`src/rtl/player_motion_if.sv`:
```
// ============================================================================
// player_motion_if : command/feedback bundle between a player controller
//                    (human key decoder or AI) and player_motion_ctrl.
// Revision 1.0
// ============================================================================
`default_nettype none

interface player_motion_if;
  logic              frame_tick;
  logic              move_left;
  logic              move_right;
  logic              jump;
  logic              smash;
  logic [9:0]        pos_x;
  logic [9:0]        pos_y;
  logic signed [7:0] vel_y;
  logic              airborne;
  logic              smash_active;

  modport master (
    output frame_tick, move_left, move_right, jump, smash,
    input  pos_x, pos_y, vel_y, airborne, smash_active
  );

  modport slave (
    input  frame_tick, move_left, move_right, jump, smash,
    output pos_x, pos_y, vel_y, airborne, smash_active
  );
endinterface

`default_nettype wire

```
`src/rtl/player_motion_ctrl.sv`:
```
// ============================================================================
// player_motion_ctrl : per-frame player position integrator with jump physics,
//                      landing lockout and smash/cooldown timing.
// Revision 1.0
// ============================================================================
`default_nettype none

module player_motion_ctrl #(
  parameter logic [9:0]        START_X        = 10'd210,
  parameter logic [9:0]        X_MIN          = 10'd170,
  parameter logic [9:0]        X_MAX          = 10'd310,
  parameter logic [9:0]        GROUND_Y       = 10'd200,
  parameter logic [9:0]        Y_MIN          = 10'd40,
  parameter logic [9:0]        MOVE_STEP      = 10'd3,
  parameter logic signed [7:0] JUMP_V0        = 8'sd12,
  parameter logic signed [7:0] GRAVITY        = 8'sd1,
  parameter int unsigned       LAND_FRAMES    = 2,
  parameter int unsigned       SMASH_FRAMES   = 8,
  parameter int unsigned       SMASH_COOLDOWN = 16
) (
  input  logic             clk,
  input  logic             rst_n,
  player_motion_if.slave   pm
);

  localparam logic [7:0] LAND_N  = 8'(LAND_FRAMES);
  localparam logic [7:0] SMASH_N = 8'(SMASH_FRAMES);
  localparam logic [7:0] COOL_N  = 8'(SMASH_COOLDOWN);

  typedef enum logic [1:0] {V_GROUND = 2'd0, V_AIR = 2'd1, V_LAND = 2'd2} vstate_t;
  typedef enum logic [1:0] {S_IDLE = 2'd0, S_ACTIVE = 2'd1, S_COOL = 2'd2} sstate_t;

  vstate_t           vstate_q;
  sstate_t           sstate_q;
  logic [9:0]        pos_x_q, pos_x_d;
  logic [9:0]        pos_y_q;
  logic signed [7:0] vel_y_q;
  logic              airborne_q;
  logic              smash_active_q;
  logic [7:0]        land_cnt_q;
  logic [7:0]        smash_cnt_q;

  logic [10:0]        x_dec, x_inc;
  logic signed [11:0] ny;
  logic signed [8:0]  v_dec;
  logic signed [7:0]  v_next;

  // ---------------- horizontal ----------------
  assign x_dec = {1'b0, pos_x_q} - {1'b0, MOVE_STEP};
  assign x_inc = {1'b0, pos_x_q} + {1'b0, MOVE_STEP};

  always_comb begin
    pos_x_d = pos_x_q;
    if (pm.move_left && !pm.move_right) begin
      // bit 10 set means the subtraction went below zero
      pos_x_d = (x_dec[10] || (x_dec < {1'b0, X_MIN})) ? X_MIN : x_dec[9:0];
    end else if (pm.move_right && !pm.move_left) begin
      pos_x_d = (x_inc > {1'b0, X_MAX}) ? X_MAX : x_inc[9:0];
    end
  end

  always_ff @(posedge clk or negedge rst_n) begin
    if (!rst_n)             pos_x_q <= START_X;
    else if (pm.frame_tick) pos_x_q <= pos_x_d;
  end

  // ---------------- vertical FSM ----------------
  assign ny     = $signed({2'b00, pos_y_q}) - $signed({{4{vel_y_q[7]}}, vel_y_q});
  assign v_dec  = $signed({vel_y_q[7], vel_y_q}) - $signed({GRAVITY[7], GRAVITY});
  assign v_next = (v_dec < -9'sd128) ? -8'sd128 : v_dec[7:0];

  always_ff @(posedge clk or negedge rst_n) begin
    if (!rst_n) begin
      vstate_q   <= V_GROUND;
      pos_y_q    <= GROUND_Y;
      vel_y_q    <= 8'sd0;
      airborne_q <= 1'b0;
      land_cnt_q <= 8'd0;
    end else if (pm.frame_tick) begin
      case (vstate_q)
        V_GROUND: begin
          if (pm.jump) begin
            pos_y_q    <= GROUND_Y - {2'b00, JUMP_V0};
            vel_y_q    <= JUMP_V0 - GRAVITY;
            airborne_q <= 1'b1;
            vstate_q   <= V_AIR;
          end
        end
        V_AIR: begin
          if (ny >= $signed({2'b00, GROUND_Y})) begin
            pos_y_q    <= GROUND_Y;
            vel_y_q    <= 8'sd0;
            airborne_q <= 1'b0;
            land_cnt_q <= LAND_N;
            vstate_q   <= (LAND_N == 8'd0) ? V_GROUND : V_LAND;
          end else if ((ny <= $signed({2'b00, Y_MIN})) && (vel_y_q > 8'sd0)) begin
            // Only an upward hit clamps; at rest on the ceiling gravity takes over.
            pos_y_q <= Y_MIN;
            vel_y_q <= 8'sd0;
          end else begin
            pos_y_q <= ny[9:0];
            vel_y_q <= v_next;
          end
        end
        V_LAND: begin
          if (land_cnt_q <= 8'd1) begin
            land_cnt_q <= 8'd0;
            vstate_q   <= V_GROUND;
          end else begin
            land_cnt_q <= land_cnt_q - 8'd1;
          end
        end
        default: vstate_q <= V_GROUND;
      endcase
    end
  end

  // ---------------- smash FSM ----------------
  always_ff @(posedge clk or negedge rst_n) begin
    if (!rst_n) begin
      sstate_q       <= S_IDLE;
      smash_active_q <= 1'b0;
      smash_cnt_q    <= 8'd0;
    end else if (pm.frame_tick) begin
      case (sstate_q)
        S_IDLE: begin
          if (pm.smash) begin
            smash_active_q <= 1'b1;
            smash_cnt_q    <= SMASH_N - 8'd1;
            sstate_q       <= S_ACTIVE;
          end
        end
        S_ACTIVE: begin
          if (smash_cnt_q == 8'd0) begin
            smash_active_q <= 1'b0;
            smash_cnt_q    <= (COOL_N == 8'd0) ? 8'd0 : COOL_N - 8'd1;
            sstate_q       <= (COOL_N == 8'd0) ? S_IDLE : S_COOL;
          end else begin
            smash_cnt_q <= smash_cnt_q - 8'd1;
          end
        end
        S_COOL: begin
          // Last cooldown tick doubles as the idle check so a held button re-fires at once.
          if (smash_cnt_q == 8'd0) begin
            if (pm.smash) begin
              smash_active_q <= 1'b1;
              smash_cnt_q    <= SMASH_N - 8'd1;
              sstate_q       <= S_ACTIVE;
            end else begin
              sstate_q <= S_IDLE;
            end
          end else begin
            smash_cnt_q <= smash_cnt_q - 8'd1;
          end
        end
        default: sstate_q <= S_IDLE;
      endcase
    end
  end

  assign pm.pos_x        = pos_x_q;
  assign pm.pos_y        = pos_y_q;
  assign pm.vel_y        = vel_y_q;
  assign pm.airborne     = airborne_q;
  assign pm.smash_active = smash_active_q;

endmodule

`default_nettype wire

```
`src/flat_wrapper.sv`:
```
// flat-port wrapper written by rule: the top's interface ports become plain ports
module player_motion_ctrl_flat 
#(
  parameter logic [9:0]        START_X        = 10'd210,
  parameter logic [9:0]        X_MIN          = 10'd170,
  parameter logic [9:0]        X_MAX          = 10'd310,
  parameter logic [9:0]        GROUND_Y       = 10'd200,
  parameter logic [9:0]        Y_MIN          = 10'd40,
  parameter logic [9:0]        MOVE_STEP      = 10'd3,
  parameter logic signed [7:0] JUMP_V0        = 8'sd12,
  parameter logic signed [7:0] GRAVITY        = 8'sd1,
  parameter int unsigned       LAND_FRAMES    = 2,
  parameter int unsigned       SMASH_FRAMES   = 8,
  parameter int unsigned       SMASH_COOLDOWN = 16
)
  (clk, rst_n, pm_frame_tick, pm_move_left, pm_move_right, pm_jump, pm_smash, pm_pos_x, pm_pos_y, pm_vel_y, pm_airborne, pm_smash_active);
  player_motion_if pm_i ();
  input  logic clk;
  input  logic rst_n;
  input wire logic [$bits(pm_i.frame_tick)-1:0] pm_frame_tick;
  input wire logic [$bits(pm_i.move_left)-1:0] pm_move_left;
  input wire logic [$bits(pm_i.move_right)-1:0] pm_move_right;
  input wire logic [$bits(pm_i.jump)-1:0] pm_jump;
  input wire logic [$bits(pm_i.smash)-1:0] pm_smash;
  output wire logic [$bits(pm_i.pos_x)-1:0] pm_pos_x;
  output wire logic [$bits(pm_i.pos_y)-1:0] pm_pos_y;
  output wire logic [$bits(pm_i.vel_y)-1:0] pm_vel_y;
  output wire logic [$bits(pm_i.airborne)-1:0] pm_airborne;
  output wire logic [$bits(pm_i.smash_active)-1:0] pm_smash_active;
  assign pm_i.frame_tick = pm_frame_tick;
  assign pm_i.move_left = pm_move_left;
  assign pm_i.move_right = pm_move_right;
  assign pm_i.jump = pm_jump;
  assign pm_i.smash = pm_smash;
  assign pm_pos_x = pm_i.pos_x;
  assign pm_pos_y = pm_i.pos_y;
  assign pm_vel_y = pm_i.vel_y;
  assign pm_airborne = pm_i.airborne;
  assign pm_smash_active = pm_i.smash_active;
  player_motion_ctrl #(.START_X(START_X), .X_MIN(X_MIN), .X_MAX(X_MAX), .GROUND_Y(GROUND_Y), .Y_MIN(Y_MIN), .MOVE_STEP(MOVE_STEP), .JUMP_V0(JUMP_V0), .GRAVITY(GRAVITY), .LAND_FRAMES(LAND_FRAMES), .SMASH_FRAMES(SMASH_FRAMES), .SMASH_COOLDOWN(SMASH_COOLDOWN)) u_core (.clk(clk), .rst_n(rst_n), .pm(pm_i));
endmodule
```
`config.mk`:
```
export PLATFORM = sky130hd
export DESIGN_NAME = player_motion_ctrl_flat
export DESIGN_NICKNAME = d
export VERILOG_FILES = /design/src/rtl/player_motion_if.sv /design/src/rtl/player_motion_ctrl.sv /design/src/flat_wrapper.sv
export SDC_FILE = /design/constraint.sdc
export NUM_CORES = 1
export LEC_CHECK = 0
export BUFFER_PORTS_ARGS = -buffer_cell sky130_fd_sc_hd__buf_4
export CAP_MARGIN = 30
export CORE_ASPECT_RATIO = 1.5
export CORE_MARGIN = 8
export CORE_UTILIZATION = 35
export DETAILED_ROUTE_END_ITERATION = 7
export SLEW_MARGIN = 20
export SYNTH_ARGS = -nofsm -noshare
export SYNTH_HDL_FRONTEND = slang
export SYNTH_SLANG_ARGS = --single-unit
```
`constraint.sdc`:
```
create_clock -name clk -period 3.96 [get_ports clk]
set_input_delay 0.792 -clock clk [delete_from_list [all_inputs] [get_ports clk]]
set_output_delay 0.792 -clock clk [all_outputs]
set_load 0.02 [all_outputs]
```
==> impl_metrics.xml <==
<?xml version="1.0" encoding="UTF-8"?>
<metrics>
  <group name="timing">
    <metric name="fin_tns_setup" unit="ns">0</metric>
    <metric name="final_count_of_negative_setup_slack_endpoints" unit="">0</metric>
    <metric name="clock-skew-final" unit="ns">0.008912</metric>
    <metric name="hold_violations" unit="">0</metric>
    <metric name="timing.final.max_slew_violations" unit="">0</metric>
    <metric name="max_freq" unit="GHz">0.2846</metric>
    <metric name="rsz_0062_raised_after_global_routing" unit="">no</metric>
    <metric name="min_tclk_post_route" unit="ns">3.514</metric>
    <metric name="max-slew-margin-rel" unit="%">37.32</metric>
    <metric name="layout_worst_path_cycle_share" unit="%">88.74</metric>
    <metric name="worst-slew-pin-transition" unit="ns">0.9316</metric>
  </group>
  <group name="critical_path">
    <metric name="timing.critical_path.fanout_max" unit="">10</metric>
    <metric name="worst_endpoint_data_arrival_time" unit="ns">3.70</metric>
    <metric name="crit_path_end_kind" unit="">flip-flop</metric>
    <metric name="worst_setup_path_start_kind" unit="">flip-flop</metric>
    <metric name="timing.setup.critical_path_class" unit="">flip-flop to flip-flop</metric>
    <metric name="critical_path.cell_chain" unit="">inv_1, ha_1, and2_1, a221oi_1, a21oi_1, nor3_1, o22ai_1, o31ai_4, nand3_1, o41ai_1</metric>
    <metric name="slowest_stage" unit="">o31ai_4</metric>
    <metric name="critical_path_required" unit="ns">4.15</metric>
    <metric name="cp_slowest_stage_delay" unit="ns">0.49</metric>
  </group>
  <group name="finish">
    <metric name="drive_above_1_share" unit="%">14.15</metric>
    <metric name="area_delta_synth_final" unit="%">12.79</metric>
    <metric name="finalInstanceArea" unit="mm^2">0.004755</metric>
    <metric name="antenna_cells_inserted" unit="">0</metric>
    <metric name="num-fill-cells" unit="">1228</metric>
    <metric name="nets" unit="">573</metric>
  </group>
  <group name="clock_network">
    <metric name="ctsLongestPathBuffers" unit="">2</metric>
    <metric name="post_cts.resized_instances" unit="">0</metric>
    <metric name="clock_insertion_delay_worst_skew" unit="ns">0.30</metric>
    <metric name="htree_levels" unit="">2</metric>
    <metric name="tritoncts_sink_count" unit="">50</metric>
    <metric name="tritoncts" unit="">built</metric>
    <metric name="post-cts-setup-buffer-count" unit="">0</metric>
    <metric name="cts-buffers-inserted" unit="">5</metric>
    <metric name="clk_pin_slew" unit="ns">0.08</metric>
    <metric name="clk_root_buffer_cell" unit="">clkbuf_16</metric>
    <metric name="ctsHoldBuffers" unit="">0</metric>
  </group>
  <group name="routing">
    <metric name="drc_errors_left" unit="">0</metric>
    <metric name="drt_iter0_markers" unit="">244</metric>
    <metric name="drt_pass1_iterations" unit="">4</metric>
    <metric name="wl_per_cell" unit="um">16.62</metric>
    <metric name="drt.antenna.violating_nets" unit="">0</metric>
    <metric name="dr_total_vias" unit="">4086</metric>
    <metric name="average_via_count_per_standard_cell" unit="">5.862</metric>
    <metric name="wirelength" unit="mm">11.58</metric>
  </group>
  <group name="die">
    <metric name="fp.coreArea" unit="mm^2">0.01189</metric>
    <metric name="die_outline_width" unit="um">105.6</metric>
    <metric name="floorplan.rows" unit="">49</metric>
    <metric name="initial_utilization" unit="%">35.44</metric>
    <metric name="dieHeight" unit="um">150.4</metric>
    <metric name="die-area" unit="mm^2">0.01588</metric>
    <metric name="io_pins" unit="">37</metric>
  </group>
  <group name="logic_synthesis">
    <metric name="ys_types" unit="">76</metric>
    <metric name="mappedNetlistNets" unit="">551</metric>
    <metric name="ffs_latches_synth" unit="">50</metric>
    <metric name="synth.cells.most_frequent" unit="">nor2_1 (45), a21oi_1 (44), dfrtp_1 (43)</metric>
    <metric name="synthMostInstantiatedCell" unit="">nor2_1</metric>
    <metric name="ys_async_sr_fraction" unit="%">100.0</metric>
    <metric name="synth_largest_type_area_fraction" unit="%">25.53</metric>
    <metric name="edff_count_synth" unit="">0</metric>
    <metric name="synth.avg_cell_area" unit="um^2">8.091</metric>
    <metric name="syn-instance-count" unit="">521</metric>
    <metric name="ys_dominant_reg_cell" unit="">dfrtp_1</metric>
    <metric name="ys.warnings.count" unit="">0</metric>
    <metric name="synth.area.top_cells" unit="">dfrtp_1 (26%), ha_1 (6.5%), a21oi_1 (5.2%), o21ai_0 (4.6%), dfstp_2 (4.4%)</metric>
    <metric name="syn-cell-area" unit="mm^2">0.004215</metric>
    <metric name="netlist.top_cell.by_area" unit="">dfrtp_1</metric>
    <metric name="yosysSeqAreaShare" unit="%">29.89</metric>
  </group>
  <group name="place">
    <metric name="place.detailed.hpwl" unit="mm">8.720</metric>
    <metric name="gp_congestion" unit="">0.8633</metric>
    <metric name="placed_cell_area" unit="mm^2">0.004603</metric>
    <metric name="portBuffers" unit="">36</metric>
  </group>
  <group name="global_routing">
    <metric name="grt_max_degree" unit="">51</metric>
    <metric name="grt_antenna_before_repair" unit="">0</metric>
    <metric name="grt_pass1_vias" unit="">4184</metric>
    <metric name="grt_pass1_wl" unit="mm">20.16</metric>
    <metric name="global_route.overflow_total" unit="">0</metric>
    <metric name="grt.total_usage" unit="%">15.18</metric>
  </group>
  <group name="hold_path">
    <metric name="hold_path_class" unit="">flip-flop to flip-flop</metric>
  </group>
  <group name="job">
    <metric name="cap_viol_max_count" unit="">0</metric>
  </group>
  <group name="status">
    <metric name="run_status" unit="">finished clean</metric>
  </group>
</metrics>
[per-layer routing]
metal | global-route usage (%) | routed length [um] | vias up
met5 | 0 | 0 | -
met4 | 6.078 | 266 | 0
met3 | 2.528 | 393 | 19
met2 | 28.14 | 6148 | 82
met1 | 16.75 | 4773 | 1991
li1 | - | - | 1994
[cells by family after synthesis]
logic type | share of synthesized area [%]
and+or+nand+nor | 22.77
buffers and inverters | 6.382
muxes | 0.7717
adders and majority gates | 7.005
AOI/OAI and AO/OA | 30.28
DFF | 29.89
xor gates and xnor gates | 2.909
[cell usage in the layout (no fill, tap or decap), drive strengths merged, types with 4 or more instances in the layout]
cell and instances:
inv 36, a31oi 8, and2 4, nor4 10
o21a 5, o22ai 9, dfrtp 43, clkbuf 6
dfstp 7, or3 4, ha 22, o31ai 8
nand2 32, o21ai 41, nor2b 10, buf 44
a21o 5, nand2b 10, nor3 22, a21oi 45
xor2 6, nand4 12, o211ai 5, o2111a 5
o41ai 4, and3 5, xnor2 8, nand3 9
a211oi 6, nor3b 5, nor2 45
[metrics by stage]
step / util [%] / hold WS [ns] / cells / setup slack, ns
3_5_place_dp: 38.70 / 0.5005 / 689 / 0.4986
2_1_floorplan: - / 0.4513 / 521 / 0.8703
6_report: 39.97 / 0.5215 / 697 / 0.4457
4_1_cts: 39.97 / 0.5164 / 697 / 0.4800
3_3_place_gp: 38.70 / 0.4855 / 689 / 0.5783
5_1_grt: 39.97 / 0.5505 / 697 / 0.1214
[registers in the layout (all words and copies together), names as in the netlist]
register and cells:
u_core.pm.smash_active 1, u_core.vstate_q 2, u_core.pm.pos_x 10, u_core.smash_cnt_q 8
u_core.land_cnt_q 8, u_core.pm.pos_y 10, u_core.pm.vel_y 8, u_core.sstate_q 2
u_core.pm.airborne 1
[final timing paths]
| check | startpoint | endpoint | slack (ns) | depth (start not counted) |
|---|---|---|---|---|
| hold / removal | u_core.vstate_q[1]$_DFFE_PN0P_ | u_core.vstate_q[0]$_DFFE_PN0P_ | 0.52 | 1 |
| setup / recovery | u_core.pm.vel_y[4]$_DFFE_PN0P_ | u_core.pm.vel_y[3]$_DFFE_PN0P_ | 0.45 | 10 |
| setup reg to reg | u_core.pm.vel_y[4]$_DFFE_PN0P_ | u_core.pm.vel_y[3]$_DFFE_PN0P_ | 0.45 | 10 |
| hold reg to reg | u_core.vstate_q[1]$_DFFE_PN0P_ | u_core.vstate_q[0]$_DFFE_PN0P_ | 0.52 | 1 |
| max in group asynchronous | rst_n | u_core.smash_cnt_q[1]$_DFFE_PN0P_ | 3.00 | 1 |
| min in group asynchronous | rst_n | u_core.pm.vel_y[3]$_DFFE_PN0P_ | 0.53 | 1 |
[critical path, delay by kind of cell (launching register included)]
family,cells,cell delay [ns]
AO/OA/AOI/OAI,5,1.70
AND/OR/NAND/NOR,3,0.77
flip-flops,1,0.42
buffers and inverters,1,0.11
adder cells (fa/ha/maj),1,0.40
[area by class of cell]
type | count | area [um^2] | share of cell area [%]
flip-flops and latches | 50 | 1260 | 26.50
well taps | 153 | 191.4 | 4.026
inverters | 36 | 135.1 | 2.842
clock buffers | 6 | 138.9 | 2.921
repair buffers | 44 | 330.3 | 6.947
multi-input cells | 406 | 2686 | 56.50
clock inverters | 2 | 12.51 | 0.2632
Power is left out: the tool's default activity adds up to more than one toggle a clock period on the data nets, which glitch-free logic cannot reach.
